--- src/rtl/registered.sv ---
// registered: valid/ready decoupling FIFO with a registered output.
//
// Storage is split in two parts:
//   - an addressable shift register (SRL) of depth 2**C_AWIDTH. Writes shift
//     in at position 0, and the oldest SRL entry is always at srl_count-1.
//   - an output register that holds the oldest entry of the whole FIFO, so
//     m_payload always comes straight from a flop.
// Total capacity is 2**C_AWIDTH + 1 words.
//
// Handshake (both sides): a transfer happens on a rising clk edge where
// valid and ready are both high. m_valid/m_payload do not change while
// m_valid=1 and m_ready=0. s_valid is ignored while s_ready=0.
//
// Ports:
//   clk        in   clock, rising edge
//   aresetn    in   asynchronous active-low reset (SRL contents not cleared)
//   s_valid    in   write data valid
//   s_ready    out  FIFO can accept a write
//   s_payload  in   write data, C_WIDTH bits
//   m_valid    out  m_payload holds the oldest entry
//   m_ready    in   downstream accepts the entry
//   m_payload  out  oldest entry, C_WIDTH bits (output register)
//   count      out  total occupancy, C_AWIDTH+1 bits
//   fsm_state  out  control state (0=ZERO, 1=ONE, 2=MORE) for observation
module registered #(
  parameter int C_WIDTH  = 8,
  parameter int C_AWIDTH = 5
) (
  input  logic                clk,
  input  logic                aresetn,
  input  logic                s_valid,
  output logic                s_ready,
  input  logic [C_WIDTH-1:0]  s_payload,
  output logic                m_valid,
  input  logic                m_ready,
  output logic [C_WIDTH-1:0]  m_payload,
  output logic [C_AWIDTH:0]   count,
  output logic [1:0]          fsm_state
);

  localparam int P_SRLDEPTH = 2 ** C_AWIDTH;
  localparam logic [C_AWIDTH:0] SRL_FULL = (C_AWIDTH + 1)'(P_SRLDEPTH);
  localparam logic [C_AWIDTH:0] SRL_ONE  = (C_AWIDTH + 1)'(1);

  // ZERO: nothing held. ONE: only the output register holds data.
  // MORE: output register valid and the SRL holds at least one entry.
  typedef enum logic [1:0] {
    ZERO = 2'd0,
    ONE  = 2'd1,
    MORE = 2'd2
  } state_t;

  state_t               state;
  state_t               state_next;
  logic [C_AWIDTH:0]    srl_count;
  logic [C_AWIDTH:0]    srl_count_next;
  logic                 rst_done;
  logic [C_WIDTH-1:0]   out_reg;
  logic [C_WIDTH-1:0]   out_reg_next;
  logic                 out_load;
  logic                 shift_en;
  logic [C_AWIDTH-1:0]  srl_addr;
  logic [C_WIDTH-1:0]   srl_rdata;
  logic                 push;
  logic                 pop;

  logic [C_WIDTH-1:0]   srl [P_SRLDEPTH];

  assign m_valid   = (state != ZERO);
  assign s_ready   = rst_done & (srl_count != SRL_FULL);
  assign m_payload = out_reg;
  assign count     = srl_count + {{C_AWIDTH{1'b0}}, m_valid};
  assign fsm_state = state;

  assign push = s_valid & s_ready;
  assign pop  = m_valid & m_ready;

  // The read address only matters when srl_count >= 1; at srl_count = 32 the
  // low bits are 0 and the subtraction wraps to 31, which is the right slot.
  assign srl_addr  = srl_count[C_AWIDTH-1:0] - C_AWIDTH'(1);
  // Combinational read sees pre-shift contents, so a shift in the same cycle
  // as a read is safe.
  assign srl_rdata = srl[srl_addr];

  // SRL storage: no reset, srl_count alone decides what is valid.
  always_ff @(posedge clk) begin
    if (shift_en) begin
      srl[0] <= s_payload;
      for (int i = 1; i < P_SRLDEPTH; i++) begin
        srl[i] <= srl[i-1];
      end
    end
  end

  // rst_done keeps s_ready low for the first edge after reset release.
  always_ff @(posedge clk or negedge aresetn) begin
    if (!aresetn) begin
      state     <= ZERO;
      srl_count <= '0;
      rst_done  <= 1'b0;
      out_reg   <= '0;
    end else begin
      state     <= state_next;
      srl_count <= srl_count_next;
      rst_done  <= 1'b1;
      if (out_load) begin
        out_reg <= out_reg_next;
      end
    end
  end

  always_comb begin
    state_next     = state;
    srl_count_next = srl_count;
    out_load       = 1'b0;
    out_reg_next   = s_payload;
    shift_en       = 1'b0;
    unique case (state)
      ZERO: begin
        if (push) begin
          out_load   = 1'b1;
          state_next = ONE;
        end
      end
      ONE: begin
        if (push && pop) begin
          // Incoming word goes straight to the output register.
          out_load = 1'b1;
        end else if (push) begin
          shift_en       = 1'b1;
          srl_count_next = SRL_ONE;
          state_next     = MORE;
        end else if (pop) begin
          state_next = ZERO;
        end
      end
      MORE: begin
        if (pop) begin
          out_load     = 1'b1;
          out_reg_next = srl_rdata;
        end
        if (push) begin
          shift_en = 1'b1;
        end
        if (pop && !push) begin
          srl_count_next = srl_count - SRL_ONE;
          if (srl_count == SRL_ONE) begin
            state_next = ONE;
          end
        end else if (push && !pop) begin
          srl_count_next = srl_count + SRL_ONE;
        end
      end
      default: begin
        state_next     = ZERO;
        srl_count_next = '0;
      end
    endcase
  end

endmodule

--- config.mk ---
export PLATFORM = sky130hd
export DESIGN_NAME = registered
export DESIGN_NICKNAME = d
export VERILOG_FILES = /design/src/rtl/registered.sv
export SDC_FILE = /design/constraint.sdc
export NUM_CORES = 1
export LEC_CHECK = 0
export BUFFER_PORTS_ARGS = -buffer_cell sky130_fd_sc_hd__buf_2
export CAP_MARGIN = 15
export CORE_MARGIN = 2
export CORE_UTILIZATION = 55
export CTS_CLUSTER_SIZE = 24
export DETAILED_ROUTE_END_ITERATION = 16
export GPL_ROUTABILITY_DRIVEN = 0
export PLACE_DENSITY = 0.83
export RECOVER_POWER = 25
export REMOVE_ABC_BUFFERS = 1
export SYNTH_ARGS = -nofsm -noshare
export SYNTH_HDL_FRONTEND = slang
export SYNTH_SLANG_ARGS = --single-unit
export TNS_END_PERCENT = 100
--- constraint.sdc ---
create_clock -name clk -period 37.5 [get_ports clk]
set_clock_uncertainty 0.15 [all_clocks]
set_input_delay 0 -clock clk [delete_from_list [all_inputs] [get_ports clk]]
set_output_delay 0 -clock clk [all_outputs]
set_load 0.01 [all_outputs]
; Word level (Yosys, flattened, before mapping)
; Memory sizes are Yosys's and may differ from the RTL's.
; Index checks and enable logic that the tools add are counted.
[classes]
eq_ne = 11
addsub = 4
n_mux = 22
bitwise_logic = 4
n_reduce_logical = 9
[ops]
columns = cell, n
row1 = $mux W6, 4
row2 = $pmux W6 S3, 1
row3 = $mux W8, 2
row4 = $mux W2, 6
row5 = $ne A2 B2 Y1 const B, 5
row6 = $add A6 B1 Y6, 1
row7 = $add A6 B1 Y6 const B, 1
row8 = $eq A6 B1 Y1 const B, 1
row9 = $mux W1, 6
row10 = $ne A3 B3 Y1 const B, 2
row11 = $ne A6 B6 Y1 const B, 1
row12 = $pmux W2 S3, 1
row13 = $sub A6 B1 Y6 const B, 1
row14 = $reduce_and A5 Y1, 1
row15 = $sub A5 B1 Y5 const B, 1
row16 = $reduce_and A4 Y1, 1
row17 = $and A1 B1 Y1, 3
row18 = $logic_and A1 B1 Y1, 3
row19 = $pmux W1 S3, 1
row20 = $eq A2 B1 Y1 const B, 1
row21 = $eq A2 B2 Y1 const B, 1
row22 = $logic_not A1 Y1, 2
row23 = $logic_not A2 Y1, 1
row24 = $pmux W1 S2, 1
row25 = other kinds (2), 2
[totals]
wordCells = 55
inputBits = 12
n_memories = 1
regBits = 17
ram_bits = 256
out_inout_bits = 18
[memory_table]
columns = name, words, word_bits, read_ports, rd_ports_with_merged_regs, wr, line
row1 = srl, 32, 8, 32, 0, 32, 67  ; logic [C_WIDTH-1:0] srl [P_SRLDEPTH];

; Depth between registers and ports, before layout
; Gate-level depths: netlist of run 1.
[depth]
depth_word = 8
ltp_mapped = 13
ltp_nobuf = 11

; Worst setup path after synthesis of run 1
; OpenSTA, ideal clock, no wires.
[synth_path]
path_type = register to register
start = register srl_count[0]
end = memory srl[0][0] (enable)
stages_incl_launch_ff = 8
required_time_ps = 36122
setup_time_ps = 1228
slack_ps = 17039
n_path_buf = 2
t_arrival_ps = 19083
period_less_slack_ps = 20461
cell_sequence = dfrtp_1 > buf_2 > buf_6 > inv_1 > ha_1 > nand2_1 > o211ai_4 > o21ai_0
[synth_rtl]
columns = element, line
row1 = "start, declared", 55  ; logic [C_AWIDTH:0] srl_count;
row2 = "start signal, assigned", 104  ; srl_count <= srl_count_next;
row3 = "end, declared", 67

==> out/results.ini, run 1 <==
[logic_synthesis]
synthCells=677
synth_area_mm2=0.0112
synth_seq_cells=273
yosysTopAreaCellShare=0.686
ys_top_cells_by_count=edfxtp_1 (256), nand2_1 (100), nand3_1 (38), mux2i_1 (36), mux4_2 (32)
yosysWarnings=0
synth_xor_area_frac=0.00860
synth_compound_area_frac=0.0635
ys_types=54
synth_edf_count=256
synth_top_family_by_area=multiplexers
ys_top_cells_by_area=edfxtp_1 (69%), mux4_2 (6.4%), dfrtp_1 (3.8%)
synthAdderAreaFrac=0.0156
async_reset_ff_frac=0.0623
syn_area_per_cell_um2=16.6
synth_simple_gate_area_share=0.0679
synthMuxAreaShare=0.0965
ys_seq_area_frac=0.724
yosysMostFrequentCell=edfxtp_1
yosysTopAreaCell=edfxtp_1
synthFlopType=edfxtp_1

[power]
leakage_uw=0.00427
peakVddDrop_v=0.0000497
powerDensity_mw_per_mm2=80.3

[run_status]
outcome=complete, no violations

[cells_and_area]
final_cell_area_mm2=0.0126
num-nets-final=752
drive_gt1_frac=0.155
antenna_cells=0
fillers=1356
areaGrowthSynthToFinish_pct=12.3
regArea_mm2=0.00811
multi_input_comb_area_mm2=0.00286

[timing]
rsz0062_at_grt=no
fin_tns_setup_ns=0
max_slew_margin=0.144
min_period_ns=4.76
fin_crit_sh=0.127
hold_ws_ns=0.0744
drv_slew=0
worst_slew_pin_slew_ns=1.28
final_hold_viol_count=0
fmax_mhz=210
setup_viol=0

[cts]
ctsLongestPathBuffers=3
numCtsBuffers=27
insertion_delay_ns=0.53
cts_tree=built
cts_setup_buffers=0
cts.clk_slew.worst_paths_ns=0.07
clock-sinks=273
clock-root-buffer=clkbuf_16
htreeDepth=1

[global_routing]
grt_pass1_wl_mm=35.3
grt_max_degree=102
track_usage=0.210
first_global_vias=6407
antenna_found_initial=0
overflow=0

[critical_path]
cp_data_required_time_ns=37.54
r2r_slack_ns=32.74
crit_fanout=83
critPathArrivalTime_ns=4.80
critPathLaunchType=flip-flop
cp-end-kind=flip-flop
r2r_cells=10
crit_type=reg2reg
rr_endpoint=srl[1][4]
reg2reg_from=srl_count[2]

[detailed_routing]
drt-initial-drc-count=839
wl_mm=22.8
avgRoutedWirePerCell_um=22.5
vias_per_cell=6.27
dr.pass1.iters=7
drcViolationCount=0
drtAntennaViolNets=0
num_vias=6373

[floorplan]
die-area_mm2=0.0215
rows=52
fp.dieW_um=147
core_mm2=0.0201
io_pins=30
die_h_um=147
start_util=0.558

[worst_hold_path]
min_to=srl[0][7]
min_from=s_payload[7]
hp-class=in2reg
hold-path-cell-count=2

[placed_design]
dpl_cell_area_mm2=0.0116
place.port_buffers=29
dp.final_hpwl_mm=12.6

[flow_run]
max-cap-violations=0

[power breakdown]
group,leakage (µW),switching [µW],internal (µW)
logic,0.00134,215,136
registers,0.00253,22.0,386
clock network,0.000402,109,143
total,0.00427,346,665
[cell type report]
class                   instances  area share
flip-flops and latches        273       0.645
multi-input cells             352       0.227
clock buffers                  43      0.0624
repair buffers                 56      0.0312
well taps                     270      0.0268
inverters                      16     0.00477
clock inverters                 6     0.00318
[cells in the final DEF, fill, tap and decap left out, types with 3 or more instances in the layout]
master and count:
edfxtp_1 256, dfrtp_1 16, clkinv_2 3, nor2_1 11
buf_2 21, buf_4 12, a32oi_1 21, clkbuf_16 27
dlygate4sd3_1 14, a31oi_1 16, a21oi_1 6, inv_1 16
o21ai_0 7, xnor2_1 5, clkbuf_8 5, o221ai_1 7
ha_1 14, nand2_1 100, mux4_2 32, a221o_1 8
o31ai_1 3, nand3_1 38, mux2i_1 36, clkbuf_1 19
nor3_1 4, nor2b_1 6
[state kept, by name, indices dropped and copies added (netlist names)]
signal     count
srl          256
m_payload      8
srl_count      6
fsm_state      2
rst_done       1
[repair_timing]
| item | in CTS | in global routing |
|---|---|---|
| endpoints found under the hold margin | 35 | 0 |
| hold buffers | 14 | 0 |
| gates resized for setup | 0 | 0 |
[metal layers]
metal	routed length [µm]	vias to the layer above	track usage
met5	0	-	0
met4	668	0	0.0757
met3	1600	57	0.0323
met2	11200	291	0.342
met1	9320	3258	0.292
li1	-	2767	-
[cell families after synthesis]
kind of cell             count (synthesis)
other                                    1
multiplexers                            68
flip-flops                             273
XOR/XNOR                                 8
AO/OA/AOI/OAI                           89
AND/OR/NAND/NOR                        172
adder cells (fa/ha/maj)                 14
buffers and inverters                   52
[critical path, cell delays in order (launching register included)]
cell and delay, ns:
dfrtp_1 0.82, or3_4 0.29, o211ai_4 0.15, inv_1 0.14
ha_1 0.17, nand3_1 0.11, o21ai_4 0.08, buf_4 0.70
buf_4 0.89, buf_4 0.43, buf_16 0.37
[metrics by stage]
step | power [µW] | util | setup WS [ns] | cells
floorplan | 686 | - | 15.87 | 641
finish | 1010 | 0.626 | 32.74 | 1016
detailed placement | 755 | 0.577 | 32.45 | 952
global route | 1060 | 0.626 | 32.37 | 1016
global placement | 738 | 0.577 | 32.73 | 952
CTS | 1010 | 0.625 | 32.48 | 1015
[how the worst max path moves through the flow]
stage,cells past startpoint,start,end,slack (ns)
floorplan,5,srl_count[0],srl[0][0],15.87
global placement,9,srl_count[2],srl[20][4],32.73
detailed placement,9,srl_count[2],srl[21][1],32.45
CTS,9,srl_count[2],srl[12][4],32.48
global route,10,srl_count[2],srl[11][4],32.37
finish,10,srl_count[2],srl[1][4],32.74
(Power assumes the default switching activity.)
==> inputs of run 2 (changes only) <==
==> constraint.sdc (replaced) <==
create_clock -name clk -period 4.85 [get_ports clk]
set_clock_uncertainty 0.15 [all_clocks]
set_input_delay 0 -clock clk [delete_from_list [all_inputs] [get_ports clk]]
set_output_delay 0 -clock clk [all_outputs]
set_load 0.01 [all_outputs]
==> run 2 against run 1 <==
Compared with the run above: non-clock buffer count grew 1; highest routed layer unchanged; via count grew 0.53%; flip-flop and latch count is the same.
==> out/results.ini, run 2 (synthesized netlist as in run 1, its figures left out) <==
[timing]
fin_tns_setup_ns=0
fin_crit_sh=0.842
fmax_mhz=245
rsz0062_at_grt=no
worst_slew_pin_slew_ns=1.37
min_period_ns=4.08
setup_viol=0
drv_slew=0
hold_ws_ns=0.0797
final_hold_viol_count=0
max_slew_margin=0.0899

[critical_path]
crit_type=reg2reg
crit_slowest_cell=dfrtp_1
crit_fanout=17
crit_chain=or3_4 -> o211ai_4 -> ha_1 -> nand2_1 -> o31ai_1 -> nand2_1 -> o22ai_1 -> dlygate4sd3_1 -> nand2_1 -> o21ai_0 -> dlygate4sd3_1
critPathArrivalTime_ns=4.40
crit_start=srl_count[2]
r2r_slack_ns=0.77
critPathLaunchType=flip-flop
reg2reg_from=srl_count[2]
rr_endpoint=fsm_state[1]
critPathMaxStageDelay_ns=0.66
r2r_cells=11
cpMostUsedCell=nand2_1
cp_data_required_time_ns=5.16
cp-end-kind=flip-flop

[global_routing]
first_global_vias=6494
overflow=0
grt_pass1_wl_mm=35.4
grt_max_degree=170
grt_busiest_layer=met2
track_usage=0.211
use_met2=0.338
antenna_found_initial=1
grt_util_met3=0.0376
use_met1=0.286

[cts]
clock-root-buffer=clkbuf_16
cts_setup_buffers=0
cts_tree=built
cts_hold_buf=15
cts.clk_slew.worst_paths_ns=0.07
ctsLongestPathBuffers=3
numCtsBuffers=27
cts_resized=0
htreeDepth=1
insertion_delay_ns=0.53
clock-sinks=273

[floorplan]
io_pins=30
die_h_um=147
rows=52
core_mm2=0.0201
die-area_mm2=0.0215
start_util=0.558
fp.dieW_um=147

[power]
powerDensity_mw_per_mm2=629
leakage_uw=0.00431
peakVddDrop_v=0.000376
total_power_uw=7970

[detailed_routing]
avgRoutedWirePerCell_um=22.5
drtAntennaViolNets=0
dr.pass1.iters=6
drt-initial-drc-count=823
wl_mm=22.9
vias_per_cell=6.29
drcViolationCount=0
num_vias=6407

[placed_design]
place.port_buffers=29
dpl_cell_area_mm2=0.0116
dp.final_hpwl_mm=12.9

[flow_run]
max-cap-violations=0

[cells_and_area]
final_cell_area_mm2=0.0127
layout_commonest_cell=edfxtp_1
drive_gt1_frac=0.162
antenna_cells=0
fin_util=0.630
areaGrowthSynthToFinish_pct=13.0
largest_reg_flops=256
num-nets-final=753
final_cell_mix=edfxtp_1 (256), nand2_1 (100), nand3_1 (38)
top_register=srl

[run_status]
outcome=complete, no violations

[worst_hold_path]
min_from=s_payload[7]
hp-class=in2reg
min_to=srl[0][7]
hold-path-cell-count=2

## run 2: cell types whose count changed in the layout (fill, tap and decap cells not counted), sizes merged
cell,before,now
buf,34,33
bufinv,0,2
clkbuf,51,46
clkinv,4,9
inv,17,18
## run 2: area by class of cell
| type | count | area [µm²] |
|---|---|---|
| clock buffer | 36 | 769 |
| sequential | 273 | 8110 |
| multi-input combinational | 352 | 2860 |
| inverter | 16 | 60.1 |
| tap | 270 | 338 |
| clock inverter | 14 | 130 |
| fill | 1317 | 7430 |
| timing repair buffer | 57 | 400 |
## run 2: report_power, final
part,switching [µW],internal [µW],leakage (µW)
Combinational,1660,1060,0.00134
Clock,866,1220,0.000445
Sequential,169,2980,0.00253
## run 2: worst max-delay path by stage
stage | cells past startpoint | to | slack [ns]
floorplan | 5 | srl[0][0] | -16.78
global placement | 7 | m_payload[6] | 1.54
detailed placement | 7 | m_payload[6] | 1.41
CTS | 11 | fsm_state[1] | 0.84
global route | 11 | fsm_state[1] | 0.60
finish | 11 | fsm_state[1] | 0.77
## run 2: critical path: cells and delay by family (launching register included)
kind	cells	cell delay, ns
buffers and inverters	2	1.14
AOI/OAI and AO/OA	4	0.92
and+or+nand+nor	4	0.78
DFF	1	0.66
adders and majority gates	1	0.35
## run 2: routing by layer
metal | wire [µm] | share of wire
met5 | 0 | 0
met4 | 988 | 0.043
met3 | 1760 | 0.077
met2 | 11000 | 0.48
met1 | 9110 | 0.40
## run 2: stage by stage
step	setup WS, ns	instances
2_1_floorplan	-16.78	641
3_3_place_gp	1.54	953
3_5_place_dp	1.41	953
4_1_cts	0.837	1018
5_1_grt	0.596	1018
6_report	0.765	1018
==> inputs of run 3 (changes only) <==
--- a/config.mk
+++ b/config.mk
@@ -12,7 +12,7 @@
 export CTS_CLUSTER_SIZE = 24
 export DETAILED_ROUTE_END_ITERATION = 16
 export GPL_ROUTABILITY_DRIVEN = 0
-export PLACE_DENSITY = 0.83
+export PLACE_DENSITY = 0.85
 export RECOVER_POWER = 25
 export REMOVE_ABC_BUFFERS = 1
 export SYNTH_ARGS = -nofsm -noshare
==> constraint.sdc (replaced) <==
create_clock -name clk -period 3.4 [get_ports clk]
set_clock_uncertainty 0.15 [all_clocks]
set_input_delay 0 -clock clk [delete_from_list [all_inputs] [get_ports clk]]
set_output_delay 0 -clock clk [all_outputs]
set_load 0.01 [all_outputs]
==> run 3 against run 2 <==
Compared with the run above: clock power rose by 46%; sequential share of layout area fell by 0.46 points; worst hold slack got worse by 0.0060 ns; register-to-register slack got worse by 0.57 ns; cell area rose by 0.73%; die area did not move; maximum frequency rose by 28%; utilization rose by 0.46 points; highest routed layer unchanged; sequential power rose by 43%; cell count rose by 0.88%; total power rose by 45%.
==> out/results.ini, run 3 (synthesized netlist as in run 1, its figures left out) <==
[run_status]
outcome=complete, no violations

[detailed_routing]
num_vias=6504
avgRoutedWirePerCell_um=22.6
dr.pass1.iters=5
wl_mm=23.2
drt-initial-drc-count=806
vias_per_cell=6.33
drcViolationCount=0
drtAntennaViolNets=0

[cts]
htreeDepth=1
clock-sinks=273
numCtsBuffers=27
cts_resized=0
cts.clk_slew.worst_paths_ns=0.06
cts_tree=built
ctsLongestPathBuffers=3
insertion_delay_ns=0.54
cts_setup_buffers=0
clock-root-buffer=clkbuf_16

[critical_path]
crit_slowest_cell=dfrtp_1
critPathMaxStageDelay_ns=0.56
crit_fanout=17
cp_top_family=compound AO/OA/AOI/OAI gates
crit_buf_inv=1
critPathLaunchType=flip-flop
crit_type=reg2reg
cp_data_required_time_ns=3.67
crit_start=srl_count[3]
cp.depth=8
cp-end-kind=flip-flop
critPathArrivalTime_ns=3.47
endpoint=srl_count[3]
reg2reg_from=srl_count[3]
rr_endpoint=srl_count[3]
r2r_cells=8
r2r_slack_ns=0.20
crit_chain=or3_4 -> o211ai_4 -> inv_1 -> ha_1 -> or2_1 -> a221oi_4 -> nand3_2 -> o31ai_1

[floorplan]
die_h_um=147
fp.dieW_um=147
start_util=0.558
die-area_mm2=0.0215
rows=52
core_mm2=0.0201
io_pins=30

[cells_and_area]
top_register=srl
fin_cells=1027
multi_input_comb_area_mm2=0.00287
antenna_cells=0
num-nets-final=762
final_cell_mix=edfxtp_1 (256), nand2_1 (100), nand3_1 (38)
fillers=1305
largest_reg_flops=256
regArea_mm2=0.00811
drive_gt1_frac=0.172
fin_util=0.635
areaGrowthSynthToFinish_pct=13.9
layout_commonest_cell=edfxtp_1

[power]
power_frac_clock=0.265
p_comb_frac=0.345
switchingPower_uw=3870
cellInternalPower_uw=7680
leakage_uw=0.00436
switching_share=0.335
total_power_uw=11500
peakVddDrop_v=0.000535
powerDensity_mw_per_mm2=905
power_frac_seq=0.390

[global_routing]
antenna_found_initial=0
grt_max_degree=120
overflow=0
first_global_vias=6537
track_usage=0.214
grt_pass1_wl_mm=36.0

[timing]
hold_ws_ns=0.0737
setup_viol=0
rsz0062_at_grt=no
max_slew_margin=0.264
min_period_ns=3.20
final_hold_viol_count=0
fin_crit_sh=0.942
drv_slew=0
fmax_mhz=312
fin_tns_setup_ns=0
worst_slew_pin_slew_ns=1.10

[placed_design]
dp.final_hpwl_mm=12.9
place_inst=964
place.port_buffers=29

[flow_run]
max-cap-violations=0

[worst_hold_path]
hp-class=in2reg

[run 3: repair_timing]
action / CTS / global route
hold buffers: 12 / 0
endpoints found under the setup margin: 0 / 224
hold endpoints to repair: 35 / 0
[run 3: worst min-delay path by stage]
| stage | from | endpoint | slack (ns) | cells after the start |
|---|---|---|---|---|
| global route | s_payload[5] | srl[0][5] | 0.09 | 2 |
| global placement | aresetn | srl_count[4] | -0.16 | 1 |
| detailed placement | aresetn | srl_count[4] | -0.15 | 1 |
| finish | s_payload[5] | srl[0][5] | 0.07 | 2 |
| CTS | s_payload[5] | srl[0][5] | 0.04 | 2 |
| floorplan | aresetn | fsm_state[0] | -0.45 | 0 |
[run 3: final cells by class]
cell class,instances,area share
Tap cell,270,0.0265
Clock buffer,37,0.0582
Inverter,16,0.00471
Multi-Input combinational cell,353,0.225
Timing Repair Buffer,65,0.0371
Sequential cell,273,0.636
Clock inverter,13,0.0131
[run 3: routing by layer]
layer  vias up  track usage  share of wire
met5         -            0              0
met4         0       0.0767          0.030
met3        62       0.0416          0.080
met2       385        0.359           0.50
met1      3277        0.285           0.39
li1       2780            -              -
[run 3: power groups by stage]
| stage | sequential, µW | combinational [µW] | clock (µW) |
|---|---|---|---|
| after CTS | 4490 | 3970 | 3090 |
| after global routing | 4540 | 4290 | 3220 |
| after detailed placement | 4540 | 3910 | 0 |
| after floorplan | 4840 | 2540 | 0 |
| final | 4500 | 3990 | 3060 |
| after global placement | 4510 | 3740 | 0 |
[run 3: per-stage QoR]
step	area (µm²)	setup WS (ns)
CTS	12800	0.165
global route	12800	0.0383
detailed placement	11700	0.156
global placement	11700	0.331
floorplan	11000	-18.23
finish	12800	0.198
